--- config.mk ---
export PLATFORM = sky130hd
export DESIGN_NAME = mm_tile_controller
export DESIGN_NICKNAME = d
export VERILOG_FILES = /design/src/rtl/mm_tile_controller.sv
export SDC_FILE = /design/constraint.sdc
export NUM_CORES = 1
export LEC_CHECK = 0
export BUFFER_PORTS_ARGS = -buffer_cell sky130_fd_sc_hd__buf_4
export CAP_MARGIN = 20
export CORE_MARGIN = 10
export CORE_UTILIZATION = 40
export CTS_BUF_LIST = sky130_fd_sc_hd__clkbuf_4
export CTS_CLUSTER_DIAMETER = 150
export DETAILED_ROUTE_END_ITERATION = 10
export GPL_ROUTABILITY_DRIVEN = 0
export MAX_ROUTING_LAYER = met4
export PLACE_DENSITY_LB_ADDON = 0.15
export SKIP_CTS_REPAIR_TIMING = 1
export SLEW_MARGIN = 40
export SYNTH_ARGS = -nofsm -noshare
export SYNTH_HDL_FRONTEND = slang
export SYNTH_SLANG_ARGS = --single-unit
--- constraint.sdc ---
create_clock -name clk_i -period 7.8 [get_ports clk_i]
set_input_delay 1.56 -clock clk_i [delete_from_list [all_inputs] [get_ports clk_i]]
set_output_delay 1.56 -clock clk_i [all_outputs]
set_load 0.005 [all_outputs]
--- src/rtl/mm_tile_controller.sv ---
// ---------------------------------------------------------------------------
// mm_tile_controller
//
// Sequences an ARRAY_DIM x ARRAY_DIM systolic PE array over an MxK * KxN
// matrix multiply. It latches the job configuration at start, streams the
// A/B global-buffer reads tile by tile, drives PE clear/write-enable and
// bubble controls, and writes each finished output tile back to global
// buffer P one column word per cycle. Partial tiles are supported when M or
// N is not a multiple of ARRAY_DIM. A zero dimension rejects the job with
// err_o. abort_i cancels any job on the next cycle.
//
// Optional feature: define MM_TILE_CTRL_PERF_EN to add cycle_cnt_o, a
// saturating count of cycles spent in RUN for the most recent job.
//
// Ports
//   clk_i, rst_i            clock; asynchronous active-high reset
//   start_i                 level start, sampled in IDLE
//   abort_i                 synchronous abort, wins over everything else
//   valid_o, err_o          job finished / job rejected (err valid with valid)
//   m_i, k_i, n_i           matrix dimensions
//   base_addr{a,b,p}_i      global buffer base addresses
//   pe_clr_o, pe_we_o       PE accumulator clear / result capture
//   ensys_o, bubble_o       systolic setup enable / bubble insertion
//   ena_o, addra_o          GB A read stream
//   enb_o, addrb_o          GB B read stream
//   enp_o, wep_o, addrp_o   GB P write stream
//   wordp_sel_o             column word select for the P data mux
//   cycle_cnt_o             (MM_TILE_CTRL_PERF_EN only) RUN cycle count
// ---------------------------------------------------------------------------
module mm_tile_controller #(
  parameter int unsigned ADDR_WIDTH = 16,
  parameter int unsigned ARRAY_DIM  = 8,
  parameter int unsigned OUTPUT_LAT = 2,
  parameter int unsigned WORD_SHIFT = 4
) (
  input  logic                          clk_i,
  input  logic                          rst_i,
  input  logic                          start_i,
  input  logic                          abort_i,
  output logic                          valid_o,
  output logic                          err_o,
  input  logic [ADDR_WIDTH-1:0]         m_i,
  input  logic [ADDR_WIDTH-1:0]         k_i,
  input  logic [ADDR_WIDTH-1:0]         n_i,
  input  logic [ADDR_WIDTH-1:0]         base_addra_i,
  input  logic [ADDR_WIDTH-1:0]         base_addrb_i,
  input  logic [ADDR_WIDTH-1:0]         base_addrp_i,
  output logic                          pe_clr_o,
  output logic                          pe_we_o,
  output logic                          ensys_o,
  output logic                          bubble_o,
  output logic                          ena_o,
  output logic [ADDR_WIDTH-1:0]         addra_o,
  output logic                          enb_o,
  output logic [ADDR_WIDTH-1:0]         addrb_o,
  output logic                          enp_o,
  output logic                          wep_o,
  output logic [ADDR_WIDTH-1:0]         addrp_o,
  output logic [$clog2(ARRAY_DIM)-1:0]  wordp_sel_o
`ifdef MM_TILE_CTRL_PERF_EN
  ,
  output logic [31:0]                   cycle_cnt_o
`endif
);

  localparam int unsigned SEL_W = $clog2(ARRAY_DIM);
  localparam int unsigned LEN_W = $clog2(ARRAY_DIM + 1);
  localparam int unsigned SR_D  = ARRAY_DIM + OUTPUT_LAT;

  localparam logic [ADDR_WIDTH-1:0] DIM_A = ADDR_WIDTH'(ARRAY_DIM);
  localparam logic [ADDR_WIDTH-1:0] ONE_A = ADDR_WIDTH'(1);
  localparam logic [LEN_W-1:0]      DIM_L = LEN_W'(ARRAY_DIM);

  typedef enum logic [1:0] {M_IDLE, M_RUN, M_DONE} main_state_e;
  typedef enum logic [1:0] {S_IDLE, S_BUSY, S_DONE} sub_state_e;

  main_state_e main_q, main_d;
  sub_state_e  rd_q, rd_d;
  sub_state_e  wr_q, wr_d;

  // Latched job configuration
  logic [ADDR_WIDTH-1:0] m_q, k_q, n_q;
  logic [ADDR_WIDTH-1:0] base_a_q, base_b_q, base_p_q;
  logic                  err_q;

  // Tile geometry derived from the latched dimensions
  logic [ADDR_WIDTH-1:0] rt, ct, tc, n_rem;
  logic [LEN_W-1:0]      last_w;

  // Read loop counters; the offsets track r*K and c*K without multipliers
  logic [ADDR_WIDTH-1:0] r_q, c_q, t_q;
  logic [ADDR_WIDTH-1:0] a_off_q, b_off_q;

  // Issue-aligned PE controls
  logic pe_clr_q, pe_we_q, bubble_q, ensys_q;

  // Write-back path
  logic [SR_D-1:0]       sr_q;
  logic                  launch;
  logic                  wr_active_q;
  logic [SEL_W-1:0]      sel_q;
  logic [LEN_W-1:0]      len_q;
  logic [ADDR_WIDTH-1:0] wc_q;
  logic [ADDR_WIDTH-1:0] wr_idx_q;

  logic job_go, run_go, dims_zero_in;
  logic rd_busy, rd_last, rd_en, burst_end;

  assign dims_zero_in = (m_i == '0) || (k_i == '0) || (n_i == '0);
  assign job_go       = (main_q == M_IDLE) && start_i && !abort_i;
  assign run_go       = job_go && !dims_zero_in;

  assign rt     = m_q / DIM_A + ADDR_WIDTH'(|(m_q % DIM_A));
  assign ct     = n_q / DIM_A + ADDR_WIDTH'(|(n_q % DIM_A));
  assign tc     = (k_q > DIM_A) ? k_q : DIM_A;
  assign n_rem  = n_q % DIM_A;
  assign last_w = (n_rem == '0) ? DIM_L : LEN_W'(n_rem);

  assign rd_busy = (rd_q == S_BUSY);
  assign rd_last = rd_busy && (t_q == tc - ONE_A) && (c_q == ct - ONE_A) &&
                   (r_q == rt - ONE_A);
  assign rd_en   = rd_busy && (t_q < k_q);

  assign launch    = sr_q[SR_D-1];
  assign burst_end = wr_active_q && (LEN_W'(sel_q) == len_q - LEN_W'(1));

  // -------------------------------------------------------------------------
  // Main FSM
  // -------------------------------------------------------------------------
  // NOTE: state registers use non-blocking assignments so every flop samples
  // pre-edge values regardless of process ordering.
  always_ff @(posedge clk_i or posedge rst_i) begin
    if (rst_i) main_q <= M_IDLE;
    else       main_q <= main_d;
  end

  // NOTE: every combinational output gets a default first, so no path leaves
  // a signal unassigned and no latch is inferred.
  always_comb begin
    main_d = main_q;
    unique case (main_q)
      M_IDLE: if (job_go) main_d = dims_zero_in ? M_DONE : M_RUN;
      M_RUN:  if (rd_q == S_DONE && wr_q == S_DONE) main_d = M_DONE;
      M_DONE: if (!start_i) main_d = M_IDLE;
      default: main_d = M_IDLE;
    endcase
    if (abort_i) main_d = M_IDLE;
  end

  always_comb begin
    valid_o = (main_q == M_DONE);
    err_o   = (main_q == M_DONE) && err_q;
  end

  // Configuration is captured only on the accepting cycle
  always_ff @(posedge clk_i or posedge rst_i) begin
    if (rst_i) begin
      m_q      <= '0;
      k_q      <= '0;
      n_q      <= '0;
      base_a_q <= '0;
      base_b_q <= '0;
      base_p_q <= '0;
      err_q    <= 1'b0;
    end else if (abort_i) begin
      err_q <= 1'b0;
    end else if (job_go) begin
      m_q      <= m_i;
      k_q      <= k_i;
      n_q      <= n_i;
      base_a_q <= base_addra_i;
      base_b_q <= base_addrb_i;
      base_p_q <= base_addrp_i;
      err_q    <= dims_zero_in;
    end
  end

  // -------------------------------------------------------------------------
  // Read FSM: r (slow) / c / t (fast), one t per cycle
  // -------------------------------------------------------------------------
  always_ff @(posedge clk_i or posedge rst_i) begin
    if (rst_i) rd_q <= S_IDLE;
    else       rd_q <= rd_d;
  end

  always_comb begin
    rd_d = rd_q;
    unique case (rd_q)
      S_IDLE: if (run_go) rd_d = S_BUSY;
      S_BUSY: if (rd_last) rd_d = S_DONE;
      S_DONE: if (main_q != M_RUN) rd_d = S_IDLE;
      default: rd_d = S_IDLE;
    endcase
    if (abort_i) rd_d = S_IDLE;
  end

  always_ff @(posedge clk_i or posedge rst_i) begin
    if (rst_i) begin
      r_q     <= '0;
      c_q     <= '0;
      t_q     <= '0;
      a_off_q <= '0;
      b_off_q <= '0;
    end else if (abort_i || !rd_busy || rd_last) begin
      r_q     <= '0;
      c_q     <= '0;
      t_q     <= '0;
      a_off_q <= '0;
      b_off_q <= '0;
    end else if (t_q == tc - ONE_A) begin
      t_q <= '0;
      if (c_q == ct - ONE_A) begin
        c_q     <= '0;
        b_off_q <= '0;
        r_q     <= r_q + ONE_A;
        a_off_q <= a_off_q + k_q;
      end else begin
        c_q     <= c_q + ONE_A;
        b_off_q <= b_off_q + k_q;
      end
    end else begin
      t_q <= t_q + ONE_A;
    end
  end

  always_comb begin
    ena_o   = rd_en;
    enb_o   = rd_en;
    addra_o = '0;
    addrb_o = '0;
    if (rd_en) begin
      addra_o = base_a_q + ((a_off_q + t_q) << WORD_SHIFT);
      addrb_o = base_b_q + ((b_off_q + t_q) << WORD_SHIFT);
    end
  end

  // PE controls follow the read they belong to by one cycle
  always_ff @(posedge clk_i or posedge rst_i) begin
    if (rst_i) begin
      pe_clr_q <= 1'b0;
      pe_we_q  <= 1'b0;
      bubble_q <= 1'b0;
      ensys_q  <= 1'b0;
    end else begin
      pe_clr_q <= !abort_i && rd_busy && (t_q == '0);
      pe_we_q  <= !abort_i && rd_busy && (t_q == k_q - ONE_A);
      bubble_q <= !abort_i && rd_busy && (t_q >= k_q);
      ensys_q  <= (main_d == M_RUN);
    end
  end

  assign pe_clr_o = pe_clr_q;
  assign pe_we_o  = pe_we_q;
  assign bubble_o = bubble_q;
  assign ensys_o  = ensys_q;

  // -------------------------------------------------------------------------
  // Write-back: pe_we delayed through the array and output pipeline, then one
  // burst per launch. Launches are at least TC >= ARRAY_DIM cycles apart, so
  // a new one can only land on or after the last word of the running burst.
  // -------------------------------------------------------------------------
  always_ff @(posedge clk_i or posedge rst_i) begin
    if (rst_i) begin
      sr_q <= '0;
    end else if (abort_i) begin
      sr_q <= '0;
    end else begin
      sr_q <= {sr_q[SR_D-2:0], pe_we_q};
    end
  end

  always_ff @(posedge clk_i or posedge rst_i) begin
    if (rst_i) begin
      wr_active_q <= 1'b0;
      sel_q       <= '0;
      len_q       <= '0;
      wc_q        <= '0;
      wr_idx_q    <= '0;
    end else if (abort_i) begin
      wr_active_q <= 1'b0;
      sel_q       <= '0;
      len_q       <= '0;
      wc_q        <= '0;
      wr_idx_q    <= '0;
    end else begin
      if (run_go) begin
        wc_q     <= '0;
        wr_idx_q <= '0;
      end else if (wr_active_q) begin
        wr_idx_q <= wr_idx_q + ONE_A;
      end

      if (launch) begin
        // Column tiles arrive in c order; the last one may be narrower
        wr_active_q <= 1'b1;
        sel_q       <= '0;
        len_q       <= (wc_q == ct - ONE_A) ? last_w : DIM_L;
        wc_q        <= (wc_q == ct - ONE_A) ? '0 : wc_q + ONE_A;
      end else if (burst_end) begin
        wr_active_q <= 1'b0;
        sel_q       <= '0;
      end else if (wr_active_q) begin
        sel_q <= sel_q + SEL_W'(1);
      end
    end
  end

  always_ff @(posedge clk_i or posedge rst_i) begin
    if (rst_i) wr_q <= S_IDLE;
    else       wr_q <= wr_d;
  end

  always_comb begin
    wr_d = wr_q;
    unique case (wr_q)
      S_IDLE: if (run_go) wr_d = S_BUSY;
      S_BUSY: if (rd_q == S_DONE && sr_q == '0 && !pe_we_q && !wr_active_q)
                wr_d = S_DONE;
      S_DONE: if (main_q != M_RUN) wr_d = S_IDLE;
      default: wr_d = S_IDLE;
    endcase
    if (abort_i) wr_d = S_IDLE;
  end

  always_comb begin
    enp_o       = wr_active_q;
    wep_o       = wr_active_q;
    wordp_sel_o = sel_q;
    addrp_o     = '0;
    if (wr_active_q) addrp_o = base_p_q + (wr_idx_q << WORD_SHIFT);
  end

`ifdef MM_TILE_CTRL_PERF_EN
  // -------------------------------------------------------------------------
  // RUN-cycle counter: cleared on RUN entry, saturating, held afterwards
  // -------------------------------------------------------------------------
  logic [31:0] cycle_cnt_q;

  always_ff @(posedge clk_i or posedge rst_i) begin
    if (rst_i) begin
      cycle_cnt_q <= '0;
    end else if (abort_i || run_go) begin
      cycle_cnt_q <= '0;
    end else if (main_q == M_RUN && cycle_cnt_q != '1) begin
      cycle_cnt_q <= cycle_cnt_q + 32'd1;
    end
  end

  assign cycle_cnt_o = cycle_cnt_q;
`endif

endmodule

; Word level (Yosys, flattened, before mapping)
; Index checks and enable logic that the tools add are counted.
[word_totals]
register_bits = 237
inputBits = 100
elab_cells = 171
[classes]
add_sub_neg = 20
magnitude_cmp = 3
eq_ne = 20
n_mux = 53
bitwise = 1
n_reduce_logical = 49
[op_table]
columns = operator, count
row1 = two-way mux 16 bit, 25
row2 = adder 16 x 1 -> 16 bit (second input constant), 5
row3 = adder 16 bit, 5
row4 = == test 16 bit, 5
row5 = zero test 16 bit, 5
row6 = subtractor 16 x 1 -> 16 bit (second input constant), 2
row7 = subtractor 14 x 1 -> 15 bit (second input constant), 2
row8 = adder 13 x 1 -> 14 bit, 2
row9 = adder 12 bit, 2
row10 = two-way mux 2 bit, 11
row11 = one-hot mux 2 bit (3 select lines), 3
row12 = logical AND 1 bit, 17
row13 = >= comparator 16 bit, 1
row14 = > comparator 16 x 4 -> 1 bit (second input constant), 1
row15 = < comparator 16 bit, 1
row16 = two-way mux 4 bit, 4
row17 = two-way mux 3 bit, 4
row18 = zero test 10 bit, 1
row19 = two-way mux 10 bit, 1
row20 = inequality test 3 x 2 -> 1 bit (second input constant), 3
row21 = inequality test 3 bit (second input constant), 3
row22 = nonzero test 3 bit, 3
row23 = == test 2 x 1 -> 1 bit (second input constant), 4
row24 = nonzero test 2 bit, 4
row25 = 14 further kinds, 32

; Longest topological paths before layout
[logic_depth]
word_depth = 10
ltp_mapped = 19

; Least setup slack after synthesis
; Ideal clock, no wire load.
[synth_path]
kind = register to output
startpoint = register t_q[0]
endpoint = output addra_o[15]
arrival_time_ps = 3341
required_time_ps = 6240
path_slack_ps = 2899
stages_incl_launch_ff = 17
path_cell_list = dfrtp_1 > ha_1 > fa_1 > a21o_1 > a21oi_1 > o21bai_1 > a21oi_1 > o21bai_1 > a21oi_1 > xnor2_1 > ha_1 > and3_1 > a21oi_1 > o21ai_0 > o41ai_1 > xnor3_1 > nor2_1
[synth_between]
elab_chain_len = 3
[synth_lines]
columns = item, line
row1 = "start, declared", 91  ; logic [ADDR_WIDTH-1:0] r_q, c_q, t_q;
row2 = "start signal, assigned", 222  ; t_q <= t_q + ONE_A;
row3 = adder 12 bit or < comparator 16 bit (tied branches), "232, 122"
row4 = adder 16 bit or logical AND 1 bit (tied branches), "232, 122"
row5 = two-way mux 16 bit (*), 231  ; if (rd_en) begin
row6 = "end, declared", 53  ; output logic [ADDR_WIDTH-1:0] addra_o,
; Mark *: on every way between the ends. The rest lies on a longest branch, timed or not.

; Worst setup path after layout
; Same ends and word-level chain as after synthesis.

==> results.ini <==
[status]
status=completed

[timing]
timing.max_slew.rel_slack_pct=46.8
post-route-min-period_ps=6110
rsz_0062_raised_after_global_routing=false
worst_slack_ps=1690
fin_crit_sh_pct=78.4
timing.fmax_ghz=0.164
timing.clock.skew_ps=49.5
finalHoldWorstSlack_ps=467
finalSetupViolations=0
hold_viol=0
transition_time_of_the_tightest_slew_check_pin_ps=798
fin_max_slew_vios=0
aggregate_negative_setup_slack_ps=0

[floorplanning]
rows=73
die-height_microns=220
initial_cell_density_of_the_core_pct=40.4
placeableCoreArea_sq_mm=0.0397
dieArea_sq_mm=0.0485
ports_placed_on_the_boundary=161
floorplan.die.width_microns=220

[drt]
drt-wirelength-per-cell_microns=18.8
antenna_violating_nets_left=0
route.detailed.vias_per_inst=5.52
postRouteWirelength_mm=46.8
route.detailed.drc=0
drt-initial-drc-count=943
drt_pre_antenna_iters=5
num_vias=13723

[placed_design]
postPlaceCellArea_sq_mm=0.0177
dp_hpwl_mm=34.5
placement.io_buffers=160
place.detailed.instances=2367
preCtsSetupSlack_ps=2300

[run]
timing.max_cap.violations=0

[synthesis]
synth_top_flop_cell=sky130_fd_sc_hd__dfrtp_1
yosys.cell_types.count=77
synth.yosys.warnings=0
post_synth.cell_area_avg_sq_um=9.15
netlist.area_leader.share_pct=35.1
synth.yosys.seq_area_share_pct=35.1
number_of_instances_in_the_synthesized_netlist=1752
synthesized_area_sq_mm=0.0160
post_synth_most_frequent_cells=225 x sky130_fd_sc_hd__dfrtp_1, 118 x sky130_fd_sc_hd__nand2_1, 117 x sky130_fd_sc_hd__o21ai_0
ys_ff_latch=225
yosys.area.top_type=sky130_fd_sc_hd__dfrtp_1
synthMostInstantiatedCell=sky130_fd_sc_hd__dfrtp_1
syn-num-nets=1967
synth_enable_flop_cells=0
async_s_r_ff_share_synth_pct=100
synthTopCellsByArea=sky130_fd_sc_hd__dfrtp_1 35%, sky130_fd_sc_hd__ha_1 8.4%, sky130_fd_sc_hd__xnor2_1 6.2%

[global_routing]
antenna_found_initial=1
first_global_vias=13733
grt_use_total_pct=19.8
grt_start_max_net_pins=101
grt_pass1_wl_mm=74.9
global_route.overflow_total=0

[hold_path]
worst_hold_startpoint=wr_q[1]
hold_path.class=register to register

[cts]
tritoncts.num_buffers=69
clkLatencyLatePin_ps=750
cts.sink_count=225
clkTransAtPathRegs_ps=60
cts.root.buffer_cell=sky130_fd_sc_hd__clkbuf_4
cts_max_path_buffers=3
clock_tree_from_tritoncts=yes
h-tree-depth=3

[critical_path]
worst_setup_path_start_kind=register
worst_setup_path_end_kind=primary output
setup.worst_path.class=register to primary output
worst_ep_required_time_ps=6240
critPathArrivalTime_ps=4550
critical_path.startpoint=t_q[0]
timing.rr.start=k_q[1]
crit_path_max_fanout=7

[final_layout]
multi_input_area_sq_mm=0.00976
area.sequential_sq_mm=0.00563
utilization_pct=46.9
flow.area_growth_from_synthesis_pct=16.3
finish.cell_count_without_fillers=2486
post_layout_net_count=2128
fillCellCount=3875
layout-drive-gt1-share_pct=19.9
design_area_sq_mm=0.0186

[pwr]
max-vdd-ir-drop_v=0.0000822
power.leakage_nw=8.38
finalPower_mw=4.24
powerDensity_mw_per_mm2=227

-- layout make-up --
type                    count  share of cell area, %
flip-flops and latches    225                   30.2
diodes                      1                 0.0134
inverters                  90                   1.85
multi-input cells        1355                   52.4
well taps                 525                   3.52
clock buffers             101                   4.07
repair buffers            172                   7.16
clock inverters            17                  0.819
-- kinds of logic after synthesis --
family | count (synthesis) | synth area share [%]
simple gates | 585 | 19.5
compound gates | 393 | 16.1
flops | 225 | 35.1
buf+inv | 172 | 4.27
xor+xnor | 169 | 9.40
fa+ha+maj | 115 | 9.30
mux | 93 | 6.35
-- power breakdown --
part	total, mW	internal (mW)	switching [mW]
clock network	1.25	0.690	0.556
logic	1.47	0.673	0.801
registers	1.52	1.31	0.202
-- final timing paths --
| check | cells past startpoint | endpoint | slack (ps) |
|---|---|---|---|
| setup reg to reg | 18 | c_q[10] | 2250 |
| max in group asynchronous | 4 | n_q[14] | 5610 |
| hold reg to reg | 1 | wr_q[0] | 470 |
| hold / removal | 1 | wr_q[0] | 470 |
| setup / recovery | 17 | addra_o[15] | 1690 |
| min in group asynchronous | 2 | base_a_q[0] | 880 |
-- layer usage --
layer | GRT usage, % | share of wire [%]
met1 | 25.3 | 46
met2 | 30.7 | 46
met3 | 3.99 | 6.0
met4 | 6.73 | 2.4
met5 | - | 0
-- cell usage in the layout (no fill, tap or decap), drive strengths merged, types with 23 or more instances in the layout --
cell    count
nand3      55
mux2       70
and2       39
xnor2     113
a21oi      88
clkbuf    101
inv        90
a21o       29
mux2i      23
ha        108
xor2       54
dfrtp     225
nand2     118
nor4       38
o21bai     27
nor2b      28
nor3       45
o21ai     117
nand4      30
buf       172
and3       30
nor2      108
-- worst max-delay path, cell delays in order (launching register included) --
cell	delay [ps]
sky130_fd_sc_hd__dfrtp_1	480
sky130_fd_sc_hd__ha_1	280
sky130_fd_sc_hd__fa_1	400
sky130_fd_sc_hd__a21o_1	180
sky130_fd_sc_hd__a21oi_1	210
sky130_fd_sc_hd__o21bai_1	90
sky130_fd_sc_hd__a21oi_1	220
sky130_fd_sc_hd__o21bai_1	90
sky130_fd_sc_hd__a21oi_1	220
sky130_fd_sc_hd__xnor2_1	150
sky130_fd_sc_hd__ha_1	290
sky130_fd_sc_hd__and3_1	160
sky130_fd_sc_hd__a21oi_1	90
sky130_fd_sc_hd__o21ai_0	140
sky130_fd_sc_hd__o41ai_1	300
sky130_fd_sc_hd__xnor3_1	270
sky130_fd_sc_hd__nor2_1	110
sky130_fd_sc_hd__buf_4	140
No activity file was read; power rests on OpenSTA's default activity.
